**src/rtl/onchip_mem_arbiter.sv**
```systemverilog
// Two-master arbiter in front of a single-port on-chip RAM with one-cycle read latency.
// Contention alternates between masters; out-of-range accesses are absorbed and flagged.
module onchip_mem_arbiter #(
    parameter int ADDR_W = 14,
    parameter int DATA_W = 32,
    parameter int DEPTH  = 10240
) (
    input  logic                clk,
    input  logic                reset,
    input  logic [ADDR_W-1:0]   a_address,
    input  logic [DATA_W/8-1:0] a_byteenable,
    input  logic                a_read,
    input  logic                a_write,
    input  logic [DATA_W-1:0]   a_writedata,
    output logic                a_waitrequest,
    output logic [DATA_W-1:0]   a_readdata,
    output logic                a_readdatavalid,
    input  logic [ADDR_W-1:0]   b_address,
    input  logic [DATA_W/8-1:0] b_byteenable,
    input  logic                b_read,
    input  logic                b_write,
    input  logic [DATA_W-1:0]   b_writedata,
    output logic                b_waitrequest,
    output logic [DATA_W-1:0]   b_readdata,
    output logic                b_readdatavalid,
    output logic [ADDR_W-1:0]   mem_address,
    output logic [DATA_W/8-1:0] mem_byteenable,
    output logic                mem_chipselect,
    output logic                mem_write,
    output logic [DATA_W-1:0]   mem_writedata,
    output logic                mem_clken,
    input  logic [DATA_W-1:0]   mem_readdata,
    output logic                range_err
);

    typedef enum logic {MASTER_A = 1'b0, MASTER_B = 1'b1} master_t;

    localparam logic [ADDR_W:0] DEPTH_LIM = DEPTH[ADDR_W:0];

    master_t             r_lastGrant;
    master_t             r_pendOwner;
    logic                r_pendValid;
    logic                r_pendOor;
    logic                r_rangeErr;

    logic                w_aReq;
    logic                w_bReq;
    logic                w_grantA;
    logic                w_grantB;
    logic                w_grant;
    logic                w_winWrite;
    logic                w_inRange;
    logic [ADDR_W-1:0]   w_addr;
    logic [DATA_W-1:0]   w_readData;

    assign w_aReq = a_read | a_write;
    assign w_bReq = b_read | b_write;

    // Under contention the master that did not win last time gets the slot.
    assign w_grantA = !reset && w_aReq && (!w_bReq || (r_lastGrant == MASTER_B));
    assign w_grantB = !reset && w_bReq && (!w_aReq || (r_lastGrant == MASTER_A));
    assign w_grant  = w_grantA | w_grantB;

    assign w_addr     = w_grantB ? b_address : a_address;
    assign w_winWrite = w_grantB ? b_write : a_write;
    assign w_inRange  = ({1'b0, w_addr} < DEPTH_LIM);

    assign a_waitrequest = reset || (w_aReq && !w_grantA);
    assign b_waitrequest = reset || (w_bReq && !w_grantB);

    assign mem_address    = w_addr;
    assign mem_byteenable = w_grantB ? b_byteenable : a_byteenable;
    assign mem_writedata  = w_grantB ? b_writedata : a_writedata;
    assign mem_chipselect = w_grant && w_inRange;
    assign mem_write      = w_grant && w_inRange && w_winWrite;
    assign mem_clken      = !reset;

    always_ff @(posedge clk) begin
        if (reset) begin
            r_lastGrant <= MASTER_B;
            r_pendValid <= 1'b0;
            r_pendOwner <= MASTER_A;
            r_pendOor   <= 1'b0;
            r_rangeErr  <= 1'b0;
        end else begin
            if (w_grantA) begin
                r_lastGrant <= MASTER_A;
            end else if (w_grantB) begin
                r_lastGrant <= MASTER_B;
            end
            r_pendValid <= w_grant && !w_winWrite;
            r_pendOwner <= w_grantB ? MASTER_B : MASTER_A;
            r_pendOor   <= !w_inRange;
            r_rangeErr  <= w_grant && !w_inRange;
        end
    end

    // Reset gates the pending record so a read caught by reset never returns.
    assign w_readData      = r_pendOor ? '0 : mem_readdata;
    assign a_readdatavalid = !reset && r_pendValid && (r_pendOwner == MASTER_A);
    assign b_readdatavalid = !reset && r_pendValid && (r_pendOwner == MASTER_B);
    assign a_readdata      = a_readdatavalid ? w_readData : '0;
    assign b_readdata      = b_readdatavalid ? w_readData : '0;
    assign range_err       = !reset && r_rangeErr;

endmodule

```
**config.mk**
```make
export PLATFORM = sky130hd
export DESIGN_NAME = onchip_mem_arbiter
export DESIGN_NICKNAME = d
export VERILOG_FILES = /design/src/rtl/onchip_mem_arbiter.sv
export SDC_FILE = /design/constraint.sdc
export NUM_CORES = 1
export LEC_CHECK = 0
export ABC_AREA = 1
export CORE_AREA = 2 2 99 101
export CTS_CLUSTER_DIAMETER = 150
export DETAILED_ROUTE_END_ITERATION = 10
export DIE_AREA = 0 0 101 103
export DONT_BUFFER_PORTS = 1
export PLACE_DENSITY = 0.35
export SYNTH_ARGS = -nofsm -noshare
export SYNTH_HDL_FRONTEND = slang
export SYNTH_SLANG_ARGS = --single-unit
```
**constraint.sdc**
```tcl
create_clock -name clk -period 3.73 [get_ports clk]
set_input_delay 0.746 -clock clk [delete_from_list [all_inputs] [get_ports clk]]
set_output_delay 0.746 -clock clk [all_outputs]
set_load 0.01 [all_outputs]
```
Word level (Yosys, flattened, before mapping)

Index checks and enable logic that the tools add are counted.

Register bits after elaboration: 5
Input port bits: 138
Output and inout bits: 122
Word-level logic and storage cells: 47

$lt $le $gt $ge: 1
Muxes and demuxes: 10
Bitwise logic cells: 5
Reductions and logical operators: 26

Operators by type and width:

| kind                   | count |
|---|---|
| $mux W32               | 4 |
| $logic_and A1 B1 Y1    | 14 |
| $lt A14 B14 Y1 const B | 1 |
| $mux W14               | 1 |
| $logic_not A1 Y1       | 7 |
| $logic_or A1 B1 Y1     | 4 |
| $mux W1                | 4 |
| $mux W4                | 1 |
| $or A1 B1 Y1           | 3 |
| $not A1 Y1             | 2 |
| $reduce_bool A2 Y1     | 1 |

Logic depth before layout (Yosys ltp)

Gate-level depths: netlist of run 1.

Depth after elaboration: 8
Gate-level depth with buffers: 9
Mapped depth without buffers: 9

Least setup slack after synthesis of run 1

Ideal clock, no wire load.

Path type: input -> output
Start point: input port reset
End point: output port a_readdata[10]
Arrival time: 1622 ps
Data required time: 2984 ps
Setup slack: 1362 ps
Stages: 5
Path buffers: 2
Path through: buf_6 -> nor3_4 -> inv_2 -> buf_2 -> nor3_1

Word-level cells in the longest chain between the ends: 4

RTL lines:

| element                           | line | text |
|---|---|---|
| start, declared                   | 9    | `input logic reset,` |
| $logic_not A1 Y1                  | 100  | `assign a_readdatavalid = !reset && r_pendValid && (r_pendOwner == MASTER_A);` |
| $logic_and A1 B1 Y1 (2 in series) | 100  |  |
| via a_readdatavalid               | 17   | `output logic a_readdatavalid,` |
| $mux W32                          | 102  | `assign a_readdata = a_readdatavalid ? w_readData : '0;` |
| end, declared                     | 16   | `output logic [DATA_W-1:0] a_readdata,` |

The timed path passes the listed nets, and every way through them passes these cells.

Final worst setup path of run 1

Start point: input port b_read
End point: output port mem_write

Word-level cells in the longest chain between the ends: 7
Elaborated cells on any way between the ends: 12
Those cells by class: order compare (1); mux (2); bitwise (2); reduce/logical (7)

RTL lines:

| element                                                          | line   | text |
|---|---|---|
| start, declared                                                  | 20     | `input logic b_read,` |
| $or A1 B1 Y1 (*)                                                 | 57     | `assign w_bReq = b_read \| b_write;` |
| $logic_and A1 B1 Y1 / $logic_not A1 Y1 (equally long branches)   | 61, 60 |  |
| $logic_and A1 B1 Y1 / $logic_or A1 B1 Y1 (equally long branches) | 61, 60 |  |
| $mux W14 / $logic_and A1 B1 Y1 (equally long branches)           | 64, 60 |  |
| $lt A14 B14 Y1 / $or A1 B1 Y1 (equally long branches)            | 66, 62 |  |
| $logic_and A1 B1 Y1                                              | 75     | `assign mem_write = w_grant && w_inRange && w_winWrite;` |
| $logic_and A1 B1 Y1 (*)                                          | 75     |  |
| end, declared                                                    | 29     | `output logic mem_write,` |

Every way passes the cells marked *; elsewhere a longest branch is shown, timed or not.

==> results.md, run 1 <==
- Power density cells: 230 nW/um^2
- H-Tree Depth: 1
- Mapped Area: 1460 um^2
- Post-synth top area share: 39.8%
- CP most frequent cell: nand2_1
- Yosys cell types: 22
- Seq/Total Area, Yosys: 6.85%
- Worst hold path startpoint: r_lastGrant$_SDFFE_PP1P_
- Remaining DRCs: 0
- Initial antenna violation count: 0
- Total track usage: under 10%
- Worst reg2reg endpoint: r_pendOor$_SDFF_PP0_
- Nets: about 440
- Buf/Inv on CP: 1
- Clock sink count: 5
- Grt ovf: 0
- Yosys reg bits: 5
- Critical path required time: 2.98 ns
- Fin. Hold Viols: 0
- Maximum VDD drop: between 0.05 and 0.06 mV
- Post-CTS Setup Inserts: 0
- Clock Pin Slew Worst Setup and Hold Paths: 0.03 ns
- Critical path fanouts, max: roughly 50
- Io pins: 260
- Cells along the critical path: nor2_4 -> nor2_8 -> nand2_4 -> buf_4 -> nand2_1 -> nand2_1 -> nand2_1 -> nand2_1 -> nand2_1 -> nor2_1
- CTS max path bufs: 2
- Final Max Slew Viols: 0
- Lkg Pwr: 0.886 nW
- Outcome: finished clean
- TritonCTS clock tree: built
- RSZ-0062 raised after global routing: no
- DR vias/cell: 4.54
- Syn Nets: 453
- Util after Layout: 16.1%
- Total Routed Length: ~5800 um
- Slew margin rel.: about a third
- Ratio of cells with drive above 1 in the final layout: under 10%
- CTS resizes: 0
- Area Growth Syn to Fin: 4.37%
- Num CTS Buffers: 3
- Via count: roughly 1900
- Final GP Congestion: 0.719
- Cells on Worst Hold Path: 2
- Type of destination of the critical path: output pin
- Ys async rst share: 0%
- Routed Antenna Nets: 0
- Hold Crit Endpoint: r_lastGrant$_SDFFE_PP1P_
- WS Path Type: input port to output pin
- Most frequent cells after synthesis: nand2_1, nor3_1, inv_1
- Cts hold-fix bufs: 0
- Number of global-route vias before repair: 1362
- DRT Pass-1 Iters: 4
- Largest net degree at the start of global routing: between 60 and 70
- Synth warn: 0
- Hold Crit Class: register to register
- Final min period: 2.81 ns
- Post-synth EDFFs: 0
- Port Buffers: 0
- R2r worst-path depth: 7
- Initial core utilization: 15.4%
- WL/cell: 14.1 um
- Max-cap violations: 0
- Peak Freq: 356 MHz
- Setup violations, final: 0
- Final period util: 75.3%
- Primary FF master, synth: dfxtp_1
- Number of core rows: 36
- Post-synthesis cell count: 315
- Crit path max-delay family: simple AND/OR/NAND/NOR gates
- Skew final: approximately 0.0018 ns
- Area of the die: 10400 um^2
- Slowest CP cell: buf_4
- Synth area leader: nand2_1
- Post-DP HPWL: between 4000 and 5000 um
- Root Driver: clkbuf_8
- R2R setup slack: 2.23 ns
- Synth top area cells: nand2_1, nor3_1, inv_1
- Drt first-iter violations: between 70 and 80
- Antenna diodes: 0
- Clock latency at the later pin of the worst-skew pair: 0.22 ns
- Sum Neg Setup Slack: 0 ns
- Die Width: 101 um
- Core Region: approximately 9500 um^2
- Most common cell in the netlist: nand2_1
- Critical Path AT: 2.06 ns
- RR Startpoint: r_lastGrant$_SDFFE_PP1P_
- Critical path startpoint category: input port
- Avg Cell Area, Syn: 4.64 um^2
- Die Ht: about 100 um
- Max incr delay on CP: 0.39 ns
- Worst Max-Slew Pin Slew: 1.03 ns
- First-pass GRT wire length: 7040 um
- WHS: 0.477 ns
[worst min-delay path, stage by stage, from the launching register on]
cell	delay (ns)
dfxtp_1	0.32
nand2_1	0.07
nand2_1	0.04
[registers in the layout, indices dropped and copies added, names as in the netlist]
name	flops
r_pendValid	1
r_rangeErr	1
r_lastGrant	1
r_pendOor	1
r_pendOwner	1
[routing by layer]
metal,up-vias,routed length (um),global-route usage [%]
met2,152,3060,17.6
met1,796,2210,9.85
met3,0,512,1.08
met4,0,0,1.87
li1,914,-,-
met5,-,0,0
[cells in the final DEF (no fill, tap or decap)]
master,netlist,routed
nand2_1,155,155
nor3_1,64,64
inv_1,44,44
nor2_1,8,8
dfxtp_1,5,4
clkbuf_8,0,3
nor3_4,2,2
inv_2,2,2
o21ai_0,2,2
nor2_4,1,1
nor2_8,1,1
o21ai_2,1,1
nand2_4,1,1
inv_4,1,1
nand3b_1,1,1
nand3_1,1,1
a21oi_1,1,1
nand2_2,1,1
clkbuf_1,3,1
buf_4,1,1
dfxtp_2,0,1
[report_power, final]
part / total (mW) / switching, mW / internal (mW)
logic: 0.179 / 0.138 / 0.0410
clock network: 0.0982 / 0.0250 / 0.0732
registers: 0.0735 / 0.0152 / 0.0584
[per-stage QoR]
step	setup slack [ns]	std cells	power [mW]	area, um^2
global placement	0.970	406	0.254	1480
global route	0.742	410	0.386	1530
floorplan	1.36	315	0.232	1460
CTS	0.887	410	0.358	1530
finish	0.923	410	0.351	1530
detailed placement	0.888	406	0.256	1480
[logic make-up after synthesis]
group | after synthesis | synth area share (%)
AOI/OAI and AO/OA | 4 | 1.63
buffers and inverters | 71 | 21.3
DFF | 5 | 6.85
and+or+nand+nor | 235 | 70.2
[how the worst max path moves through the flow]
stage	from	end	slack, ns	depth (start not counted)
floorplan	reset	a_readdata[10]	1.36	5
global route	b_read	mem_write	0.74	10
detailed placement	b_read	mem_write	0.89	10
finish	b_read	mem_write	0.92	10
global placement	b_read	mem_write	0.97	10
CTS	b_read	mem_write	0.89	10
[layout make-up]
class	instances	area [um^2]
clock buffer	4	45.0
inverter	47	179
timing repair buffer	1	7.51
fill	1104	7930
tap	114	143
multi-input combinational	239	1050
sequential	5	101
No activity file was read; power rests on OpenSTA's default activity.
==> inputs of run 2 (changes only) <==
--- a/config.mk
+++ b/config.mk
@@ -11,7 +11,7 @@
 export DETAILED_ROUTE_END_ITERATION = 10
 export DIE_AREA = 0 0 101 103
 export DONT_BUFFER_PORTS = 1
-export PLACE_DENSITY = 0.35
+export PLACE_DENSITY = 0.36
 export SYNTH_ARGS = -nofsm -noshare
 export SYNTH_HDL_FRONTEND = slang
 export SYNTH_SLANG_ARGS = --single-unit
==> constraint.sdc (replaced) <==
create_clock -name clk -period 2.5 [get_ports clk]
set_input_delay 0.5 -clock clk [delete_from_list [all_inputs] [get_ports clk]]
set_output_delay 0.5 -clock clk [all_outputs]
set_load 0.01 [all_outputs]
==> run 2 against run 1 <==
Net effect:
- critical path depth fell by 6
- register-to-register slack got worse by 0.93 ns
- sequential power rose by 51%
- sequential share of layout area fell by 0.065 points
- count of clock-buffer cells in the layout did not move
- via count rose by 0.97%
- cell count rose by 0.49%
- global-route usage rose by 0.54 points
- hold slack got worse by 0.13 ns
- power rose by 51%
- critical path type is now register to output pin
==> results.md, run 2 (same netlist as run 1, synthesis figures left out) <==
- WL/cell: 15.1 um (+6.7%)
- Port Buffers: 0 (unchanged)
- Final Total Pwr: 529 uW (+51%)
- Post-Place Setup Slack: 0.423 ns (-0.465 ns)
- Post-CTS Setup Inserts: 0 (unchanged)
- Remaining DRCs: 0 (unchanged)
- Routed Antenna Nets: 0 (unchanged)
- Placed inst area: 1500 um^2 (+1.0%)
- Power density cells: 344 nW/um^2 (+49%)
- Area of the die: 10400 um^2 (unchanged)
- Critical Path AT: 1.60 ns (-0.46 ns)
- Largest net degree at the start of global routing: 65 (unchanged)
- Ratio of cells with drive above 1 in the final layout: 5.70% (+0.64 points)
- Sum Neg Setup Slack: 0 ns (unchanged)
- Setup ws final: 0.403 ns (-0.520 ns)
- Final min period: approximately 2.1 ns
- Die Width: 101 um (unchanged)
- Initial core utilization: 15.4% (unchanged)
- Total Routed Length: 6210 um (+7.3%)
- Commonest non-fill, non-tap cells in the layout: nand2_1, nor3_1, inv_1
- Max-cap violations: 0 (unchanged)
- Hold Crit Class: input port to register
- DR vias/cell: 4.56 (+0.48%)
- Crit path max-delay family: simple AND/OR/NAND/NOR gates
- First-pass GRT wire length: 7420 um (+5.3%)
- Number of global-route vias before repair: 1435 (+5.4%)
- Die Ht: 103 um (unchanged)
- Number of core rows: 36 (unchanged)
- Nets: 437 (+0.46%)
- Num CTS Buffers: 3 (unchanged)
- Skew final: 0.00112 ns (-0.000663 ns)
- Most common cell after layout, fill and taps aside: nand2_1
- Fin. Hold Viols: 0 (unchanged)
- Final GP Congestion: 0.843 (+17%)
- Root Driver: clkbuf_8
- Final period util: 83.9%
- Lkg Pwr: 0.896 nW (+1.1%)
- Drt first-iter violations: 40 (-47%)
- Critical path fanouts, max: 32 (-37%)
- CTS max path bufs: 2 (unchanged)
- Core Region: 9460 um^2 (unchanged)
- Max incr delay on CP: 0.40 ns (about the same)
- Fill count: 1108 (+0.36%)
- Grt ovf: 0 (unchanged)
- Critical path startpoint category: register
- Via count: 1880 (+0.97%)
- Maximum VDD drop: 0.120 mV (+100%)
- Antenna diodes: 0 (unchanged)
- Type of destination of the critical path: output pin
- Util after Layout: 16.3% (+0.16 points)
- Cts hold-fix bufs: 0 (unchanged)
- Area Growth Syn to Fin: 5.39%
- Cells along the critical path: inv_1 -> nor3_4 -> inv_2 -> nor3_1
- H-Tree Depth: 1 (unchanged)
- Worst Max-Slew Pin Slew: 1.06 ns (+0.0251 ns)
- Outcome: finished clean
- Post-DP HPWL: 5390 um (+8.8%)
- Slowest CP cell: nor3_1
- Clock Pin Slew Worst Setup and Hold Paths: 0.04 ns (about the same)
- Clock sink count: 5 (unchanged)
- Critical path required time: 2.00 ns (-0.98 ns)
- Setup violations, final: 0 (unchanged)
- Slew margin rel.: 29.7% (-1.7 points)
- Peak Freq: approximately 480 MHz
- Clock latency at the later pin of the worst-skew pair: 0.22 ns (about the same)
- Io pins: 260 (unchanged)
- WS Path Type: register to output pin
- TritonCTS clock tree: built
- CTS resizes: 0 (unchanged)
- DRT Pass-1 Iters: 4 (unchanged)
- Final Max Slew Viols: 0 (unchanged)
- Buf/Inv on CP: 2 (+1)
- Design area: 1540 um^2 (+0.98%)
- Initial antenna violation count: 0 (unchanged)
- RSZ-0062 raised after global routing: no
- Total track usage: 9.33% (+0.54 points)
## run 2: area by class of cell
cell class | count | area (um^2) | share of cell area, %
Clock buffer | 4 | 45.0 | 2.92
Inverter | 47 | 179 | 11.6
Timing Repair Buffer | 3 | 22.5 | 1.46
Tap cell | 114 | 143 | 9.26
Multi-Input combinational cell | 239 | 1050 | 68.2
Sequential cell | 5 | 101 | 6.58
## run 2: worst paths after layout
kind         slack (ns)  depth (start not counted)                startpoint                       end
max                0.40                          4    r_pendOwner$_SDFF_PP0_            b_readdata[28]
max reg2reg        1.30                          7  r_lastGrant$_SDFFE_PP1P_      r_pendOor$_SDFF_PP0_
min reg2reg        0.50                          2  r_lastGrant$_SDFFE_PP1P_  r_lastGrant$_SDFFE_PP1P_
min                0.35                          1                     reset      r_pendOor$_SDFF_PP0_
## run 2: power breakdown
| group | internal (mW) | switching (mW) | total [mW] |
|---|---|---|---|
| Clock | 0.109 | 0.0388 | 0.148 |
| Combinational | 0.0641 | 0.206 | 0.271 |
| Sequential | 0.0870 | 0.0235 | 0.111 |
## run 2: routing by layer
| metal | part of all wire (%) | track usage, % |
|---|---|---|
| met5 | 0 | 0 |
| met4 | 0.35 | 1.56 |
| met3 | 10 | 2.98 |
| met2 | 54 | 19.3 |
| met1 | 36 | 9.09 |
## run 2: per-stage QoR
step	hold WS [ns]	std cells
6_report	0.348	412
5_1_grt	0.344	412
4_1_cts	0.344	412
3_5_place_dp	0.503	408
3_3_place_gp	0.478	408
2_1_floorplan	0.455	315
==> inputs of run 3 (changes only) <==
==> config.mk (replaced) <==
export PLATFORM = sky130hd
export DESIGN_NAME = onchip_mem_arbiter
export DESIGN_NICKNAME = d
export VERILOG_FILES = /design/src/rtl/onchip_mem_arbiter.sv
export SDC_FILE = /design/constraint.sdc
export NUM_CORES = 1
export LEC_CHECK = 0
export ABC_AREA = 0
export CORE_AREA = 2 2 100 102
export CTS_CLUSTER_DIAMETER = 150
export DETAILED_ROUTE_END_ITERATION = 10
export DIE_AREA = 0 0 102 104
export DONT_BUFFER_PORTS = 1
export PLACE_DENSITY = 0.34
export SYNTH_ARGS = -nofsm -noshare
export SYNTH_HDL_FRONTEND = slang
export SYNTH_SLANG_ARGS = --single-unit
==> constraint.sdc (replaced) <==
create_clock -name clk -period 2.1 [get_ports clk]
set_input_delay 0.42 -clock clk [delete_from_list [all_inputs] [get_ports clk]]
set_output_delay 0.42 -clock clk [all_outputs]
set_load 0.01 [all_outputs]
==> run 3 against run 2 <==
Net effect:
- via count fell by 13%
- synthesized cell count down 38%
- synthesized area shrank 5.5%
- largest cell class unchanged
- highest routed layer unchanged
==> results.md, run 3 <==
- Outcome: finished clean
- Simple-Gate Fraction of Synth Area: 38.2% (-32 points)
- Sum Neg Setup Slack: 0 ns (unchanged)
- DR vias/cell: 4.11 (-9.9%)
- Yosys cell types: 22 (unchanged)
- Commonest non-fill, non-tap cells in the layout: buf_4, nor2_1, mux2_2
- Critical path fanouts, max: 14 (-56%)
- Grt ovf: 0 (unchanged)
- Primary FF master, synth: dfxtp_1
- Fill count: 1067 (-3.7%)
- Post-synth top area share: 39.1% (-0.68 points)
- DRT Pass-1 Iters: 4 (unchanged)
- Post-synth EDFFs: 0 (unchanged)
- Critical path startpoint category: register
- Die Width: 102 um (+0.99%)
- Adder-Cell Fraction of Synth Area: 0% (unchanged)
- Number of core rows: 36 (unchanged)
- Cts hold-fix bufs: 0 (unchanged)
- Via count: 1641 (-13%)
- Post-Place Setup Slack: 0.123 ns (-0.300 ns)
- Clock latency at the later pin of the worst-skew pair: 0.22 ns (about the same)
- Most frequent cells after synthesis: nor2_1, mux2_2, nand2b_1
- Peak Freq: around 500 MHz
- Most common cell after layout, fill and taps aside: buf_4
- Buf/Inv on CP: 2 (unchanged)
- Mux share of post-synthesis cell area: 42.3% (+42 points)
- Synth warn: 0 (unchanged)
- Area Growth Syn to Fin: 55.3%
- Fin. Hold Viols: 0 (unchanged)
- Max incr delay on CP: 0.39 ns (about the same)
- CTS max path bufs: 2 (unchanged)
- Clock Pin Slew Worst Setup and Hold Paths: 0.03 ns (about the same)
- H-Tree Depth: 1 (unchanged)
- Port Buffers: 0 (unchanged)
- Critical path required time: 1.68 ns (-0.32 ns)
- Crit path max-delay family: multiplexers
- Routed Antenna Nets: 0 (unchanged)
- Power density cells: 308 nW/um^2 (-10%)
- Clock sink count: 5 (unchanged)
- RSZ-0062 raised after global routing: no
- Sw frac: 38.4% (-12 points)
- Total Routed Length: 7100 um (+14%)
- Comb pwr share: 57.3% (+6.2 points)
- Max-cap violations: 0 (unchanged)
- Maximum VDD drop: 0.0826 mV (-31%)
- Final Max Slew Viols: 0 (unchanged)
- Ys async rst share: 0% (unchanged)
- Yosys reg bits: 5 (unchanged)
- Setup ws final: 0.0741 ns (-0.329 ns)
- Slew margin rel.: 69.5% (+40 points)
- Synth top area cells: mux2_2, nor2_1, nand2b_1
- Cells along the critical path: o21a_1 -> nor3_4 -> buf_4 -> buf_12 -> mux2_2
- Setup violations, final: 0 (unchanged)
- Core Region: 9550 um^2 (+0.95%)
- Largest net degree at the start of global routing: 54 (-17%)
- Die Ht: 104 um (+0.97%)
- Post-synthesis compound-gate area fraction: 3.80% (+2.2 points)
- Largest family of logic cells by synthesized area: multiplexers
- Skew final: 0.000905 ns (-0.000210 ns)
- Drt first-iter violations: 55 (+38%)
- Lkg Pwr: 0.951 nW (+6.1%)
- Initial antenna violation count: 5 (+5)
- WL/cell: 17.8 um (+18%)
- Clock power frac: 26.5% (-1.5 points)
- Net switching power figure: 254 uW (-5.6%)
- Total track usage: 10.5% (+1.2 points)
- Hold Crit Class: input port to register
- Root Driver: clkbuf_8
- Synth area leader: mux2_2
- Post-DP HPWL: 5750 um (+6.5%)
- First-pass GRT wire length: 8330 um (+12%)
- WS Path Type: register to output pin
- Num CTS Buffers: 3 (unchanged)
- Final GP Congestion: 0.885 (+5.0%)
- Area of the die: 10600 um^2 (+2.0%)
- Final min period: 2.03 ns
- Critical Path AT: 1.61 ns (about the same)
- Nets: 400 (-8.5%)
- Internal power: 407 uW (+56%)
- Ratio of cells with drive above 1 in the final layout: 50.6% (+45 points)
- Slowest CP cell: mux2_2
- Syn Nets: 334 (-26%)
- Initial core utilization: 14.5% (-0.98 points)
- Mapped Area: 1380 um^2 (-5.5%)
- Post-synthesis cell count: 196 (-38%)
- Final period util: 96.5%
- Synth Area in XOR/XNOR: 0% (unchanged)
- Remaining DRCs: 0 (unchanged)
- Most common cell in the netlist: nor2_1
- Number of global-route vias before repair: 1407 (-2.0%)
- Avg Cell Area, Syn: 7.05 um^2 (+52%)
- Seq/Total Area, Yosys: 7.25% (+0.40 points)
- TritonCTS clock tree: built
- Storage cell area: 101 um^2 (unchanged)
- Multi-input logic area: 1190 um^2 (+13%)
- Io pins: 260 (unchanged)
- Share of power burned in registers: 16.2% (-4.7 points)
- Worst Max-Slew Pin Slew: 0.454 ns (-0.601 ns)
- Type of destination of the critical path: output pin
## run 3: changes by cell type after synthesis, sizes merged, moves of 10 or more
cell    delta
mux2      +51
nor3      -63
buf       -10
nand2    -154
nand2b    +32
nor2      +60
inv       -43
## run 3: layout make-up
cell class | count | share of cell area (%)
multi-input combinational | 172 | 55.3
timing repair buffer | 75 | 28.6
tap | 133 | 7.76
sequential | 5 | 4.73
clock buffer | 4 | 2.10
inverter | 5 | 0.875
antenna | 5 | 0.583
## run 3: cell families (layout without fill, tap and decap cells)
group,after synthesis,in the layout
simple gates,112,112
mux,52,52
buf+inv,19,84
compound gates,8,8
flops,5,5
other cells,0,5
## run 3: repair_timing
| action | 4_1_cts | 5_1_grt |
|---|---|---|
| endpoints found under the setup margin | 0 | 52 |
| gates resized for setup | 0 | 5 |
| setup buffers | 0 | 2 |
## run 3: per-stage QoR
stage               power [mW]  util [%]  hold WS (ns)  cells  cell area [um^2]
finish                   0.661      22.5         0.270    399              2140
global route             0.710      22.5         0.263    399              2140
CTS                      0.640      21.3         0.264    389              2030
detailed placement       0.459      20.8         0.498    385              1990
global placement         0.452      20.8         0.497    385              1990
floorplan                0.391         -         0.492    196              1380
## run 3: final timing paths
path | from | endpoint | slack (ns) | depth (start not counted)
min reg2reg | r_lastGrant$_SDFFE_PP1P_ | r_lastGrant$_SDFFE_PP1P_ | 0.59 | 2
min | reset | r_pendOor$_SDFF_PP0_ | 0.27 | 1
max reg2reg | r_lastGrant$_SDFFE_PP1P_ | r_rangeErr$_SDFF_PP0_ | 0.59 | 6
max | r_lastGrant$_SDFFE_PP1P_ | mem_writedata[20] | 0.07 | 5
## run 3: power by group through the flow
stage	clock network [mW]	registers, mW	logic (mW)
2_1_floorplan	0	0.108	0.284
5_1_grt	0.194	0.108	0.408
3_5_place_dp	0	0.108	0.350
3_3_place_gp	0	0.108	0.344
4_1_cts	0.182	0.107	0.352
6_report	0.175	0.107	0.379
## run 3: per-layer routing
metal  part of all wire [%]  GRT usage (%)  vias up
li1                       -              -      777
met2                     57           20.2      152
met5                      0              0        -
met4                    1.2           8.29        0
met3                     11           2.42        4
met1                     31           8.84      708
